==> src/rtl/lsu_pkg.sv <==
// Shared encodings and helpers for the data-memory load/store unit.
package lsu_pkg;

  localparam int LANES = 4;

  typedef enum logic [1:0] {
    SIZE_B = 2'd0,
    SIZE_H = 2'd1,
    SIZE_W = 2'd2,
    SIZE_X = 2'd3
  } size_e;

  // Number of bytes moved by an access of the given size; 0 for the illegal code.
  function automatic logic [2:0] size_bytes(input logic [1:0] size);
    logic [2:0] n;
    case (size)
      SIZE_B:  n = 3'd1;
      SIZE_H:  n = 3'd2;
      SIZE_W:  n = 3'd4;
      default: n = 3'd0;
    endcase
    return n;
  endfunction

endpackage

==> src/rtl/dmem_lsu_if.sv <==
// Request/response bus between the memory stage and the load/store unit.
interface dmem_lsu_if;

  logic        req_valid;
  logic        req_ready;
  logic        req_we;
  logic [31:0] req_addr;
  logic [1:0]  req_size;
  logic        req_unsigned;
  logic [31:0] req_wdata;
  logic        resp_valid;
  logic [31:0] resp_rdata;
  logic        resp_err;

  modport master (
    output req_valid, req_we, req_addr, req_size, req_unsigned, req_wdata,
    input  req_ready, resp_valid, resp_rdata, resp_err
  );

  modport slave (
    input  req_valid, req_we, req_addr, req_size, req_unsigned, req_wdata,
    output req_ready, resp_valid, resp_rdata, resp_err
  );

endinterface

==> src/rtl/lsu_load_align.sv <==
// Rotates the four bank bytes into access order and sign/zero-extends the result.
module lsu_load_align
  import lsu_pkg::*;
(
  input  logic [LANES-1:0][7:0] lanes,
  input  logic [1:0]            off,
  input  logic [1:0]            size,
  input  logic                  uns,
  output logic [31:0]           data
);

  logic [31:0] word_s;
  logic        ext_s;

  // Byte i of the access lives in lane (off+i) mod 4; the 2-bit sum wraps for free.
  always_comb begin
    word_s = 32'd0;
    for (int i = 0; i < LANES; i++) begin
      word_s[8*i +: 8] = lanes[2'(off + 2'(i))];
    end
  end

  // Extend from the top bit of the accessed width unless a zero-extend load.
  always_comb begin
    ext_s = 1'b0;
    data  = 32'd0;
    case (size)
      SIZE_B: begin
        ext_s = uns ? 1'b0 : word_s[7];
        data  = {{24{ext_s}}, word_s[7:0]};
      end
      SIZE_H: begin
        ext_s = uns ? 1'b0 : word_s[15];
        data  = {{16{ext_s}}, word_s[15:0]};
      end
      SIZE_W: begin
        data = word_s;
      end
      default: begin
        data = 32'd0;
      end
    endcase
  end

endmodule

==> src/rtl/dmem_lsu.sv <==
// Load/store unit: per-lane row/strobe fan-out to four byte banks and a
// two-stage registered load response with realignment and extension.
module dmem_lsu
  import lsu_pkg::*;
#(
  parameter int unsigned ROWS             = 32768,
  parameter bit          ALLOW_MISALIGNED = 1'b1
) (
  input  logic        clk,
  input  logic        rst,
  dmem_lsu_if.slave   bus,
  output logic [3:0]  bank_we,
  output logic [31:0] bank_rw_num0,
  output logic [31:0] bank_rw_num1,
  output logic [31:0] bank_rw_num2,
  output logic [31:0] bank_rw_num3,
  output logic [7:0]  bank_w_data0,
  output logic [7:0]  bank_w_data1,
  output logic [7:0]  bank_w_data2,
  output logic [7:0]  bank_w_data3,
  input  logic [7:0]  bank_r_data0,
  input  logic [7:0]  bank_r_data1,
  input  logic [7:0]  bank_r_data2,
  input  logic [7:0]  bank_r_data3
);

  localparam logic [32:0] ROWS_W = 33'(ROWS);

  logic [29:0]      base_s;
  logic [1:0]       off_s;
  logic [2:0]       nbytes_s;
  logic [1:0]       lane_idx_s [LANES];
  logic [32:0]      row_s      [LANES];
  logic [7:0]       wbyte_s    [LANES];
  logic [LANES-1:0] touched_s;
  logic [LANES-1:0] oor_s;
  logic             mis_s;
  logic             err_s;
  logic             acc_s;
  logic             store_s;
  logic [31:0]      load_data_s;

  logic             v1_r;
  logic             we1_r;
  logic [1:0]       off1_r;
  logic [1:0]       size1_r;
  logic             uns1_r;
  logic             err1_r;

  logic             resp_valid_r;
  logic [31:0]      resp_rdata_r;
  logic             resp_err_r;

  // Per-lane row (33-bit so a wrap past the top of memory still trips the range check),
  // access byte index, touched flag and candidate write byte.
  always_comb begin
    base_s   = bus.req_addr[31:2];
    off_s    = bus.req_addr[1:0];
    nbytes_s = size_bytes(bus.req_size);
    for (int l = 0; l < LANES; l++) begin
      lane_idx_s[l] = 2'(l) - off_s;
      row_s[l]      = {3'b000, base_s} + ((2'(l) < off_s) ? 33'd1 : 33'd0);
      touched_s[l]  = ({1'b0, lane_idx_s[l]} < nbytes_s);
      oor_s[l]      = (row_s[l] >= ROWS_W);
      wbyte_s[l]    = touched_s[l] ? bus.req_wdata[{lane_idx_s[l], 3'b000} +: 8] : 8'd0;
    end
  end

  // Misalignment only counts as an error when the build forbids it.
  always_comb begin
    mis_s = 1'b0;
    if (ALLOW_MISALIGNED) begin
      mis_s = 1'b0;
    end else begin
      case (bus.req_size)
        SIZE_H:  mis_s = bus.req_addr[0];
        SIZE_W:  mis_s = |bus.req_addr[1:0];
        default: mis_s = 1'b0;
      endcase
    end
  end

  // Error summary and bank fan-out; strobes only for touched lanes of a clean store.
  always_comb begin
    err_s   = (bus.req_size == SIZE_X) | mis_s | (|(touched_s & oor_s));
    acc_s   = bus.req_valid & ~rst;
    store_s = acc_s & bus.req_we;
    if (store_s && !err_s) begin
      bank_we = touched_s;
    end else begin
      bank_we = 4'b0000;
    end
    if (store_s) begin
      bank_w_data0 = wbyte_s[0];
      bank_w_data1 = wbyte_s[1];
      bank_w_data2 = wbyte_s[2];
      bank_w_data3 = wbyte_s[3];
    end else begin
      bank_w_data0 = 8'd0;
      bank_w_data1 = 8'd0;
      bank_w_data2 = 8'd0;
      bank_w_data3 = 8'd0;
    end
    bank_rw_num0 = row_s[0][31:0];
    bank_rw_num1 = row_s[1][31:0];
    bank_rw_num2 = row_s[2][31:0];
    bank_rw_num3 = row_s[3][31:0];
  end

  assign bus.req_ready = ~rst;

  // S1: remember what was accepted while the banks fetch the read bytes.
  always_ff @(posedge clk) begin
    if (rst) begin
      v1_r    <= 1'b0;
      we1_r   <= 1'b0;
      off1_r  <= 2'd0;
      size1_r <= 2'd0;
      uns1_r  <= 1'b0;
      err1_r  <= 1'b0;
    end else begin
      v1_r    <= bus.req_valid;
      we1_r   <= bus.req_we;
      off1_r  <= off_s;
      size1_r <= bus.req_size;
      uns1_r  <= bus.req_unsigned;
      err1_r  <= err_s;
    end
  end

  lsu_load_align u_align (
    .lanes ({bank_r_data3, bank_r_data2, bank_r_data1, bank_r_data0}),
    .off   (off1_r),
    .size  (size1_r),
    .uns   (uns1_r),
    .data  (load_data_s)
  );

  // S2: registered response; data is zero for stores and errored requests.
  always_ff @(posedge clk) begin
    if (rst) begin
      resp_valid_r <= 1'b0;
      resp_rdata_r <= 32'd0;
      resp_err_r   <= 1'b0;
    end else begin
      resp_valid_r <= v1_r;
      resp_err_r   <= v1_r & err1_r;
      resp_rdata_r <= (v1_r && !we1_r && !err1_r) ? load_data_s : 32'd0;
    end
  end

  assign bus.resp_valid = resp_valid_r;
  assign bus.resp_rdata = resp_rdata_r;
  assign bus.resp_err   = resp_err_r;

endmodule

==> src/flat_wrapper.sv <==
// flat-port wrapper written by rule: the top's interface ports become plain ports
module dmem_lsu_flat import lsu_pkg::*;
#(
  parameter int unsigned ROWS             = 32768,
  parameter bit          ALLOW_MISALIGNED = 1'b1
)
  (clk, rst, bank_we, bank_rw_num0, bank_rw_num1, bank_rw_num2, bank_rw_num3, bank_w_data0, bank_w_data1, bank_w_data2, bank_w_data3, bank_r_data0, bank_r_data1, bank_r_data2, bank_r_data3, bus_req_valid, bus_req_we, bus_req_addr, bus_req_size, bus_req_unsigned, bus_req_wdata, bus_req_ready, bus_resp_valid, bus_resp_rdata, bus_resp_err);
  dmem_lsu_if bus_i ();
  input  logic clk;
  input  logic rst;
  output logic [3:0] bank_we;
  output logic [31:0] bank_rw_num0;
  output logic [31:0] bank_rw_num1;
  output logic [31:0] bank_rw_num2;
  output logic [31:0] bank_rw_num3;
  output logic [7:0] bank_w_data0;
  output logic [7:0] bank_w_data1;
  output logic [7:0] bank_w_data2;
  output logic [7:0] bank_w_data3;
  input  logic [7:0] bank_r_data0;
  input  logic [7:0] bank_r_data1;
  input  logic [7:0] bank_r_data2;
  input  logic [7:0] bank_r_data3;
  input wire logic [$bits(bus_i.req_valid)-1:0] bus_req_valid;
  input wire logic [$bits(bus_i.req_we)-1:0] bus_req_we;
  input wire logic [$bits(bus_i.req_addr)-1:0] bus_req_addr;
  input wire logic [$bits(bus_i.req_size)-1:0] bus_req_size;
  input wire logic [$bits(bus_i.req_unsigned)-1:0] bus_req_unsigned;
  input wire logic [$bits(bus_i.req_wdata)-1:0] bus_req_wdata;
  output wire logic [$bits(bus_i.req_ready)-1:0] bus_req_ready;
  output wire logic [$bits(bus_i.resp_valid)-1:0] bus_resp_valid;
  output wire logic [$bits(bus_i.resp_rdata)-1:0] bus_resp_rdata;
  output wire logic [$bits(bus_i.resp_err)-1:0] bus_resp_err;
  assign bus_i.req_valid = bus_req_valid;
  assign bus_i.req_we = bus_req_we;
  assign bus_i.req_addr = bus_req_addr;
  assign bus_i.req_size = bus_req_size;
  assign bus_i.req_unsigned = bus_req_unsigned;
  assign bus_i.req_wdata = bus_req_wdata;
  assign bus_req_ready = bus_i.req_ready;
  assign bus_resp_valid = bus_i.resp_valid;
  assign bus_resp_rdata = bus_i.resp_rdata;
  assign bus_resp_err = bus_i.resp_err;
  dmem_lsu #(.ROWS(ROWS), .ALLOW_MISALIGNED(ALLOW_MISALIGNED)) u_core (.clk(clk), .rst(rst), .bus(bus_i), .bank_we(bank_we), .bank_rw_num0(bank_rw_num0), .bank_rw_num1(bank_rw_num1), .bank_rw_num2(bank_rw_num2), .bank_rw_num3(bank_rw_num3), .bank_w_data0(bank_w_data0), .bank_w_data1(bank_w_data1), .bank_w_data2(bank_w_data2), .bank_w_data3(bank_w_data3), .bank_r_data0(bank_r_data0), .bank_r_data1(bank_r_data1), .bank_r_data2(bank_r_data2), .bank_r_data3(bank_r_data3));
endmodule
==> config.mk <==
export PLATFORM = sky130hd
export DESIGN_NAME = dmem_lsu_flat
export DESIGN_NICKNAME = d
export VERILOG_FILES = /design/src/rtl/lsu_pkg.sv /design/src/rtl/dmem_lsu_if.sv /design/src/rtl/lsu_load_align.sv /design/src/rtl/dmem_lsu.sv /design/src/flat_wrapper.sv
export SDC_FILE = /design/constraint.sdc
export NUM_CORES = 1
export LEC_CHECK = 0
export CELL_PAD_IN_SITES_DETAIL_PLACEMENT = 1
export CELL_PAD_IN_SITES_GLOBAL_PLACEMENT = 2
export CORE_ASPECT_RATIO = 1.4
export CORE_MARGIN = 2
export CORE_UTILIZATION = 22
export DETAILED_ROUTE_END_ITERATION = 10
export GPL_TIMING_DRIVEN = 0
export PLACE_DENSITY = 0.89
export RECOVER_POWER = 25
export SLEW_MARGIN = 20
export SYNTH_ARGS = -nofsm -noshare
export SYNTH_HDL_FRONTEND = slang
export SYNTH_SLANG_ARGS = --single-unit
==> constraint.sdc <==
create_clock -name clk -period 4.4 [get_ports clk]
set_input_delay 0.44 -clock clk [delete_from_list [all_inputs] [get_ports clk]]
set_output_delay 0.44 -clock clk [all_outputs]
set_load 0.01 [all_outputs]
==> Implementation_results.wiki <==
{| class="wikitable"
! Metric !! Value
|-
| Worst setup path class || in2out
|-
| Area leader, netlist || sky130_fd_sc_hd__mux4_2
|-
| Final routed wirelength across all metal layers || 27400 um
|-
| Clock share of power || 24.9%
|-
| Cells after Synth || 656
|-
| Number of nets in the layout || 1084
|-
| Main flop type after synthesis || sky130_fd_sc_hd__dfxtp_1
|-
| Terminating pin of the worst hold path || u_core.bus.resp_err$_SDFF_PP0_
|-
| Mean instance size in the synthesized netlist || 8.64 um2
|-
| Critical path buffer and inverter count || 2
|-
| First drt pass iteration count || 4
|-
| Count of max-cap constraint violations || 0
|-
| Iteration-0 DRC Markers || 282
|-
| Share of the synthesized area in the top cell type || 23.8%
|-
| Crit. End Element || primary output
|-
| Setup skew after layout || 0.00595 ns
|-
| CP dominant cell by count || sky130_fd_sc_hd__or4_4
|-
| Antenna violations before repair || 1
|-
| Overall overflow remaining after global route || 0
|-
| Boundary pin count || 302
|-
| Core ar. || 25400 um2
|-
| Number of hold buffers added after CTS || 0
|-
| Syn Std Cell Area || 5670 um2
|-
| Routed length per placed instance || 21.3 um
|-
| Sequential-to-total area share from yosys stat || 14.8%
|-
| Clock-pin slew reported for the worst setup and hold paths after clock tree synthesis || 0.06 ns
|-
| Maximum number of pins on one net before global-route repair || 14
|-
| Total number of clock tree sinks || 42
|-
| Post-synth ARST share || 0%
|-
| Aggregate negative setup slack || 0 ns
|-
| Depth of the most critical reg-to-reg path || 9
|-
| Floorplan die area || 27100 um2
|-
| Final setup viols || 0
|-
| Cell at the root of the clock tree || sky130_fd_sc_hd__clkbuf_16
|-
| Drt drc || 0
|-
| Minimum clock period || 4.29 ns
|-
| Kind of path behind the tightest hold check || reg2reg
|-
| X dimension of the die || 140 um
|-
| Critical-path top delay cell || sky130_fd_sc_hd__o41a_1
|-
| Main area contributors after synthesis || sky130_fd_sc_hd__mux4_2 (24%), sky130_fd_sc_hd__dfxtp_1 (15%), sky130_fd_sc_hd__xnor2_1 (7.1%)
|-
| Number of failing hold endpoints at the final stage || 0
|-
| Most common library cells after synthesis || sky130_fd_sc_hd__mux4_2 (60), sky130_fd_sc_hd__nand2_1 (57), sky130_fd_sc_hd__xnor2_1 (46), sky130_fd_sc_hd__dfxtp_1 (42), sky130_fd_sc_hd__clkbuf_1 (40)
|-
| Net switching power figure || 0.522 mW
|-
| Cells on Worst Hold Path || 1
|-
| Setup ws final || 0.109 ns
|-
| Hold slack || 0.469 ns
|-
| Vias in the first global route || 6954
|-
| Vias/cell || 5.10
|-
| Period Utilization, post-route || 97.5%
|-
| Least-Margin Pin Slew || 1.11 ns
|-
| Launch point of the worst hold path || u_core.err1_r$_SDFF_PP0_
|-
| Gr usage total || 19.4%
|-
| Share of layout cells above drive strength 1 || 23.1%
|-
| Tightest slew margin relative to the limit || 25.7%
|-
| Count of cell types in the netlist || 54
|-
| Startpoint of the most critical register-to-register path || u_core.off1_r[1]$_SDFF_PP0_
|-
| Layout area overhead || 69.1%
|-
| Number of antenna-violating nets in the routed design || 0
|-
| Global-route wire length before repair || 41500 um
|-
| Run status || completed
|-
| Max clock buf depth || 2
|-
| Max Freq || 0.233 GHz
|-
| FF-to-FF End || u_core.bus.resp_rdata[29]$_SDFF_PP0_
|-
| Crit path arrival time || 3.85 ns
|-
| Number of clock buffers inserted by TritonCTS || 5
|-
| TritonCTS clock tree || built
|-
| Top delay family on crit path || simple AND/OR/NAND/NOR gates
|-
| Flop and latch count out of synthesis || 42
|-
| Most frequently used cell type in the post-synthesis netlist || sky130_fd_sc_hd__mux4_2
|-
| Crit-path cells || dlygate4sd2_1, nand4_1, or4_4, o21a_1, or4b_1, or4_4, o41a_1, a2111oi_2, buf_2
|-
| CP Data Required Time || 3.96 ns
|-
| Warnings, synthesis || 0
|-
| Maximum cell stage delay along the critical path || 0.57 ns
|-
| Slew Limit Fails || 0
|-
| Total power divided by cell area || 160 nW/um2
|-
| Number of enable flip-flop cells after synthesis || 0
|-
| Largest fanout on the critical path || 7
|-
| Portion of total power attributed to combinational logic || 49.5%
|-
| Via count || 6572
|-
| Total of buffers placed on input and output ports || 278
|-
| Kind of start point of the critical path || primary input
|-
| Static Leak || 3.68 nW
|-
| Std cell rows || 69
|-
| Routability Congestion || 0.873
|-
| # H-tree levels || 2
|-
| Initial core utilization || 22.3%
|-
| Worst IR Drop VDD || 0.211 mV
|-
| Post-DP HPWL || 22200 um
|-
| Seq pwr share || 25.7%
|-
| Switch share || 34.1%
|-
| Design internal power || 1.01 mW
|-
| R2R Setup Slk || 1.67 ns
|-
| Worst-case setup slack after placement || -2.63 ns
|-
| Die Ht || 194 um
|-
| Clock latency on the worst-skew pair || 0.29 ns
|}
[flip-flops by register name (all words and copies together) (netlist names)]
register / flops
u_core.we1_r: 1
u_core.uns1_r: 1
u_core.bus.resp_err: 1
u_core.v1_r: 1
u_core.off1_r: 2
u_core.err1_r: 1
u_core.bus.resp_valid: 1
u_core.size1_r: 2
u_core.bus.resp_rdata: 32
[worst reg2reg max path: stages (launching register included)]
cell	delay, ns
sky130_fd_sc_hd__dfxtp_1	0.30
sky130_fd_sc_hd__clkbuf_1	0.31
sky130_fd_sc_hd__mux2_2	0.40
sky130_fd_sc_hd__o21ai_0	0.29
sky130_fd_sc_hd__nor2_1	0.08
sky130_fd_sc_hd__a21oi_1	0.11
sky130_fd_sc_hd__or3_1	0.14
sky130_fd_sc_hd__clkbuf_1	0.32
sky130_fd_sc_hd__clkbuf_1	0.47
sky130_fd_sc_hd__a21oi_1	0.15
[power by group through the flow]
stage | Combinational [mW] | Sequential [mW] | Clock [mW]
floorplan | 0.368 | 0.403 | 0
global placement | 0.711 | 0.401 | 0
detailed placement | 0.720 | 0.402 | 0
CTS | 0.751 | 0.393 | 0.384
global route | 0.805 | 0.394 | 0.404
finish | 0.757 | 0.393 | 0.380
[layout make-up]
type / count / area, um2
fill: 2997 / 15800
multi-input combinational: 504 / 4580
timing repair buffer: 305 / 2960
sequential: 42 / 841
buffer: 93 / 581
tap: 319 / 399
clock buffer: 6 / 139
inverter: 17 / 63.8
clock inverter: 2 / 12.5
antenna: 1 / 2.50
[cells in the final DEF, fill, tap and decap left out, types with 4 or more instances in the layout]
| master | synthesis | final |
|---|---|---|
| sky130_fd_sc_hd__clkbuf_16 | 0 | 5 |
| sky130_fd_sc_hd__xor2_1 | 33 | 33 |
| sky130_fd_sc_hd__and3_1 | 26 | 26 |
| sky130_fd_sc_hd__ha_4 | 0 | 4 |
| sky130_fd_sc_hd__nand2_1 | 57 | 56 |
| sky130_fd_sc_hd__ha_1 | 13 | 6 |
| sky130_fd_sc_hd__or4_4 | 1 | 4 |
| sky130_fd_sc_hd__clkdlybuf4s50_1 | 0 | 207 |
| sky130_fd_sc_hd__buf_1 | 11 | 7 |
| sky130_fd_sc_hd__nor3_1 | 18 | 13 |
| sky130_fd_sc_hd__xnor2_1 | 46 | 46 |
| sky130_fd_sc_hd__a21oi_1 | 30 | 30 |
| sky130_fd_sc_hd__nor4_4 | 0 | 6 |
| sky130_fd_sc_hd__nand3_1 | 18 | 15 |
| sky130_fd_sc_hd__buf_2 | 6 | 12 |
| sky130_fd_sc_hd__mux4_2 | 60 | 60 |
| sky130_fd_sc_hd__buf_4 | 36 | 64 |
| sky130_fd_sc_hd__dlymetal6s2s_1 | 0 | 6 |
| sky130_fd_sc_hd__nor4_2 | 0 | 4 |
| sky130_fd_sc_hd__conb_1 | 1 | 5 |
| sky130_fd_sc_hd__dlygate4sd3_1 | 0 | 54 |
| sky130_fd_sc_hd__nor2b_1 | 27 | 27 |
| sky130_fd_sc_hd__nor2_1 | 29 | 29 |
| sky130_fd_sc_hd__buf_6 | 4 | 6 |
| sky130_fd_sc_hd__mux2i_1 | 5 | 5 |
| sky130_fd_sc_hd__clkbuf_8 | 0 | 4 |
| sky130_fd_sc_hd__o21ai_0 | 6 | 6 |
| sky130_fd_sc_hd__inv_1 | 17 | 16 |
| sky130_fd_sc_hd__clkbuf_2 | 0 | 9 |
| sky130_fd_sc_hd__nand4_1 | 32 | 32 |
| sky130_fd_sc_hd__clkbuf_1 | 40 | 25 |
| sky130_fd_sc_hd__a211oi_1 | 5 | 5 |
| sky130_fd_sc_hd__nor4_1 | 19 | 9 |
| sky130_fd_sc_hd__or2_2 | 15 | 15 |
| sky130_fd_sc_hd__dfxtp_1 | 42 | 42 |
[stage by stage]
stage	total power, mW	utilization, %	std cells	cell area (um2)
6_report	1.53	37.8	1289	9580
5_1_grt	1.60	37.8	1289	9580
4_1_cts	1.53	37.2	1279	9430
3_5_place_dp	1.12	35.0	1257	8880
3_3_place_gp	1.11	34.9	1257	8870
2_1_floorplan	0.771	-	660	5690
[how the worst max path moves through the flow]
stage / from / to / cells past startpoint
final: bus_req_addr[28] / bank_we[1] / 9
after floorplan: bus_req_addr[1] / bank_we[0] / 15
after global placement: bus_req_addr[1] / bank_we[2] / 16
after CTS: bus_req_addr[20] / bank_we[2] / 9
after detailed placement: bus_req_addr[1] / bank_we[2] / 16
after global routing: bus_req_addr[7] / bank_we[1] / 10
[layer usage]
| metal | vias to the layer above | global-route usage [%] | share of wire [%] |
|---|---|---|---|
| met5 | - | 0 | 0 |
| met4 | 0 | 4.44 | 2.4 |
| met3 | 34 | 4.17 | 6.8 |
| met2 | 278 | 38.1 | 54 |
| met1 | 3260 | 20.8 | 37 |
| li1 | 3000 | - | - |
[what timing repair did]
item,in CTS,in global routing
gates cloned,0,0
hold endpoints to repair,0,0
resized for setup,97,42
endpoints found under the setup margin,56,12
setup buffers,17,10
pin swaps,14,8
[cells by family (layout without fill, tap and decap cells)]
| family | after synthesis | in the layout | synth area share (%) |
|---|---|---|---|
| AO/OA/AOI/OAI | 66 | 66 | 7.40 |
| XOR/XNOR | 79 | 79 | 12.2 |
| adder cells (fa/ha/maj) | 13 | 13 | 2.87 |
| buffers and inverters | 114 | 423 | 10.6 |
| flip-flops | 42 | 42 | 14.8 |
| multiplexers | 66 | 66 | 24.9 |
| other | 1 | 6 | 0.0662 |
| AND/OR/NAND/NOR | 275 | 275 | 27.1 |
(Power assumes the default switching activity.)
==> RTL edit (same settings) <==
`ALLOW_MISALIGNED` is set to 1'b1 in 2 places; all go to 1'b0.
--- a/src/rtl/dmem_lsu.sv
+++ b/src/rtl/dmem_lsu.sv
@@ -5,5 +5,5 @@
 #(
   parameter int unsigned ROWS             = 32768,
-  parameter bit          ALLOW_MISALIGNED = 1'b1
+  parameter bit          ALLOW_MISALIGNED = 1'b0
 ) (
   input  logic        clk,
--- a/src/flat_wrapper.sv
+++ b/src/flat_wrapper.sv
@@ -3,5 +3,5 @@
 #(
   parameter int unsigned ROWS             = 32768,
-  parameter bit          ALLOW_MISALIGNED = 1'b1
+  parameter bit          ALLOW_MISALIGNED = 1'b0
 )
   (clk, rst, bank_we, bank_rw_num0, bank_rw_num1, bank_rw_num2, bank_rw_num3, bank_w_data0, bank_w_data1, bank_w_data2, bank_w_data3, bank_r_data0, bank_r_data1, bank_r_data2, bank_r_data3, bus_req_valid, bus_req_we, bus_req_addr, bus_req_size, bus_req_unsigned, bus_req_wdata, bus_req_ready, bus_resp_valid, bus_resp_rdata, bus_resp_err);
Check against the original RTL: not equivalent (a bounded check fails within 4 cycles, from zero or initial values and one cycle with rst high).
==> RTL edit against the original RTL <==
- sequential cell count is the same
- routed wire length down 1.9%
- worst setup slack gained 0.019 ns
- synthesized cell count up 0.61%
- synthesized area rose by 0.46%
- final area is 0.85% lower
- total power is 0.55% lower
- global-route usage down 0.37 points
- sequential share of layout area rose by 0.075 points
- highest routed layer unchanged
==> RTL edit: results (changes against the original RTL) <==
| Metric | Value |
|---|---|
| IO Port Bufs | `277 (-0.36%)` |
| Worst path arrival time | `3.83 ns (-0.02 ns)` |
| Async SR Flop Fraction | `0% (unchanged)` |
| Net total in the final layout | `1083 (-0.092%)` |
| Main synth FF type | `dfxtp_1` |
| Largest net degree at the start of global routing | `14 (unchanged)` |
| Vias in the first global route | `6872 (-1.2%)` |
| Seq/Total Area, Yosys | `14.8% (-0.068 points)` |
| Hold crit path type | `flip-flop to flip-flop` |
| Slew at the pin with the worst max-slew slack | `1.08 ns (-0.0317 ns)` |
| DRT Pass-1 Iters | `5 (+1)` |
| Hold wc startpoint | `u_core.err1_r` |
| Gr usage total | `19.0% (-0.37 points)` |
| Yosys Warn Count | `0 (unchanged)` |
| Avg WL per Cell | `20.9 um (-1.6%)` |
| Root Driver | `clkbuf_16` |
| Largest cells by area after synthesis | `mux4_2, dfxtp_1, xor2_1` |
| Clock-pin slew on the worst setup and hold paths | `0.06 ns (about the same)` |
| Largest register FFs | `32 (unchanged)` |
| CTS Buffer Depth | `2 (unchanged)` |
| Post-synth cell types | `58 (+7.4%)` |
| Leak pwr | `3.55 nW (-3.5%)` |
| Post-synth top cells | `mux4_2, nand2_1, nor2_1` |
| First-pass GRT wire length | `40.7 mm (-2.0%)` |
| Total vias in the final route | `6526 (-0.70%)` |
| Share of cells above drive strength 1 | `21.5% (-1.6 points)` |
| Placed Instances | `1260 (+0.24%)` |
| Reg-to-reg endpoint | `u_core.bus.resp_rdata[27]` |
| Initial antenna violation count | `1 (unchanged)` |
| Cell count of the worst reg-to-reg path | `9 (unchanged)` |
| Clock Skew | `0.00415 ns (-0.00180 ns)` |
| Dpl hpwl | `21.6 mm (-2.5%)` |
| H-Tree Depth | `2 (unchanged)` |
| Hold EP | `u_core.bus.resp_err` |
| Worst R2R Start | `u_core.off1_r[1]` |
| CP max FO | `10 (+3)` |
| Worst reg-to-reg setup slack | `1.64 ns (-0.03 ns)` |
| Worst hold path depth | `1 (unchanged)` |
| WL final | `26.9 mm (-1.9%)` |
| TritonCTS Buffers | `5 (unchanged)` |
| Clk Latency, worst-skew pair | `0.29 ns (about the same)` |
| WHS | `0.470 ns (+0.000145 ns)` |
| Filler instances | `2949 (-1.6%)` |
| GPL Wtd Cong | `0.884 (+1.3%)` |
| Status | `completed` |
| Max-slew violation count | `0 (unchanged)` |
| Worst vdd ir | `0.270 mV (+28%)` |
| Syn Area/Cell | `8.63 um^2 (-0.15%)` |
| Drt first-iter violations | `328 (+16%)` |
[RTL edit: cell types whose count changed in the layout (fill, tap and decap cells not counted), sizes merged, moves of 7 or more]
cell,delta
xnor2,-10
nand4,-13
nor2,+22
clkdlybuf4s50,+7
buf,-10
xor2,+8
[RTL edit: what timing repair did]
action / in CTS / in global routing
pin swaps: 15 / 8
gates resized for setup: 85 / 12
buffers inserted: 12 / 4
setup endpoints to repair: 51 / 12
[RTL edit: area by class of cell]
cell class	count	area [um^2]	area share [%]
Multi-Input combinational cell	512	4600	48.4
Timing Repair Buffer	293	2870	30.2
Sequential cell	42	841	8.85
Buffer	95	587	6.18
Tap cell	319	399	4.20
Clock buffer	6	139	1.46
Inverter	13	48.8	0.513
Clock inverter	2	12.5	0.132
Antenna cell	3	7.51	0.0790
[RTL edit: worst max path at each step]
stage                     startpoint    endpoint  slack (ns)  cells past startpoint
floorplan            bus_req_addr[1]  bank_we[0]        0.06                     15
global placement     bus_req_addr[1]  bank_we[2]       -2.16                     16
detailed placement   bus_req_addr[1]  bank_we[2]       -2.29                     16
CTS                  bus_req_addr[2]  bank_we[2]      0.0009                     11
global route        bus_req_addr[22]  bank_we[2]      0.0006                     11
finish              bus_req_addr[22]  bank_we[2]        0.13                     11
[RTL edit: power by group]
group          switching [mW]  internal (mW)  total (mW)
registers             0.00360          0.390       0.393
logic                   0.358          0.392       0.750
clock network           0.153          0.225       0.378
total                   0.515           1.01        1.52
[RTL edit: per-stage QoR]
stage	cell area (um^2)	setup WS, ns
finish	9500	0.128
global route	9500	0.000563
CTS	9420	0.000945
detailed placement	8880	-2.29
global placement	8880	-2.16
floorplan	5710	0.0592
[RTL edit: logic make-up (layout without fill, tap and decap cells)]
family	after synthesis	count (layout)	synth area share (%)
XOR/XNOR	77	77	11.8
adder cells (fa/ha/maj)	18	18	3.96
flip-flops	42	42	14.8
multiplexers	66	66	24.8
buffers and inverters	110	409	10.5
AND/OR/NAND/NOR	276	276	26.2
other	1	8	0.0659
AO/OA/AOI/OAI	70	70	7.80
[RTL edit: layer usage]
metal	wire [um]	GRT usage [%]	part of all wire, %	vias up
met1	10100	21.7	38	3175
li1	-	-	-	2981
met2	14000	35.2	52	317
met5	0	0	0	-
met3	1850	3.13	6.9	53
met4	996	7.04	3.7	0
[RTL edit: worst max-delay path: stages]
cell             delay (ns)
clkdlybuf4s50_1        0.50
clkbuf_2               0.29
and3_1                 0.31
nand4_1                0.20
clkbuf_1               0.31
o31a_1                 0.34
nor4_2                 0.31
nor4b_4                0.35
a41oi_4                0.23
nor4_4                 0.33
buf_2                  0.21
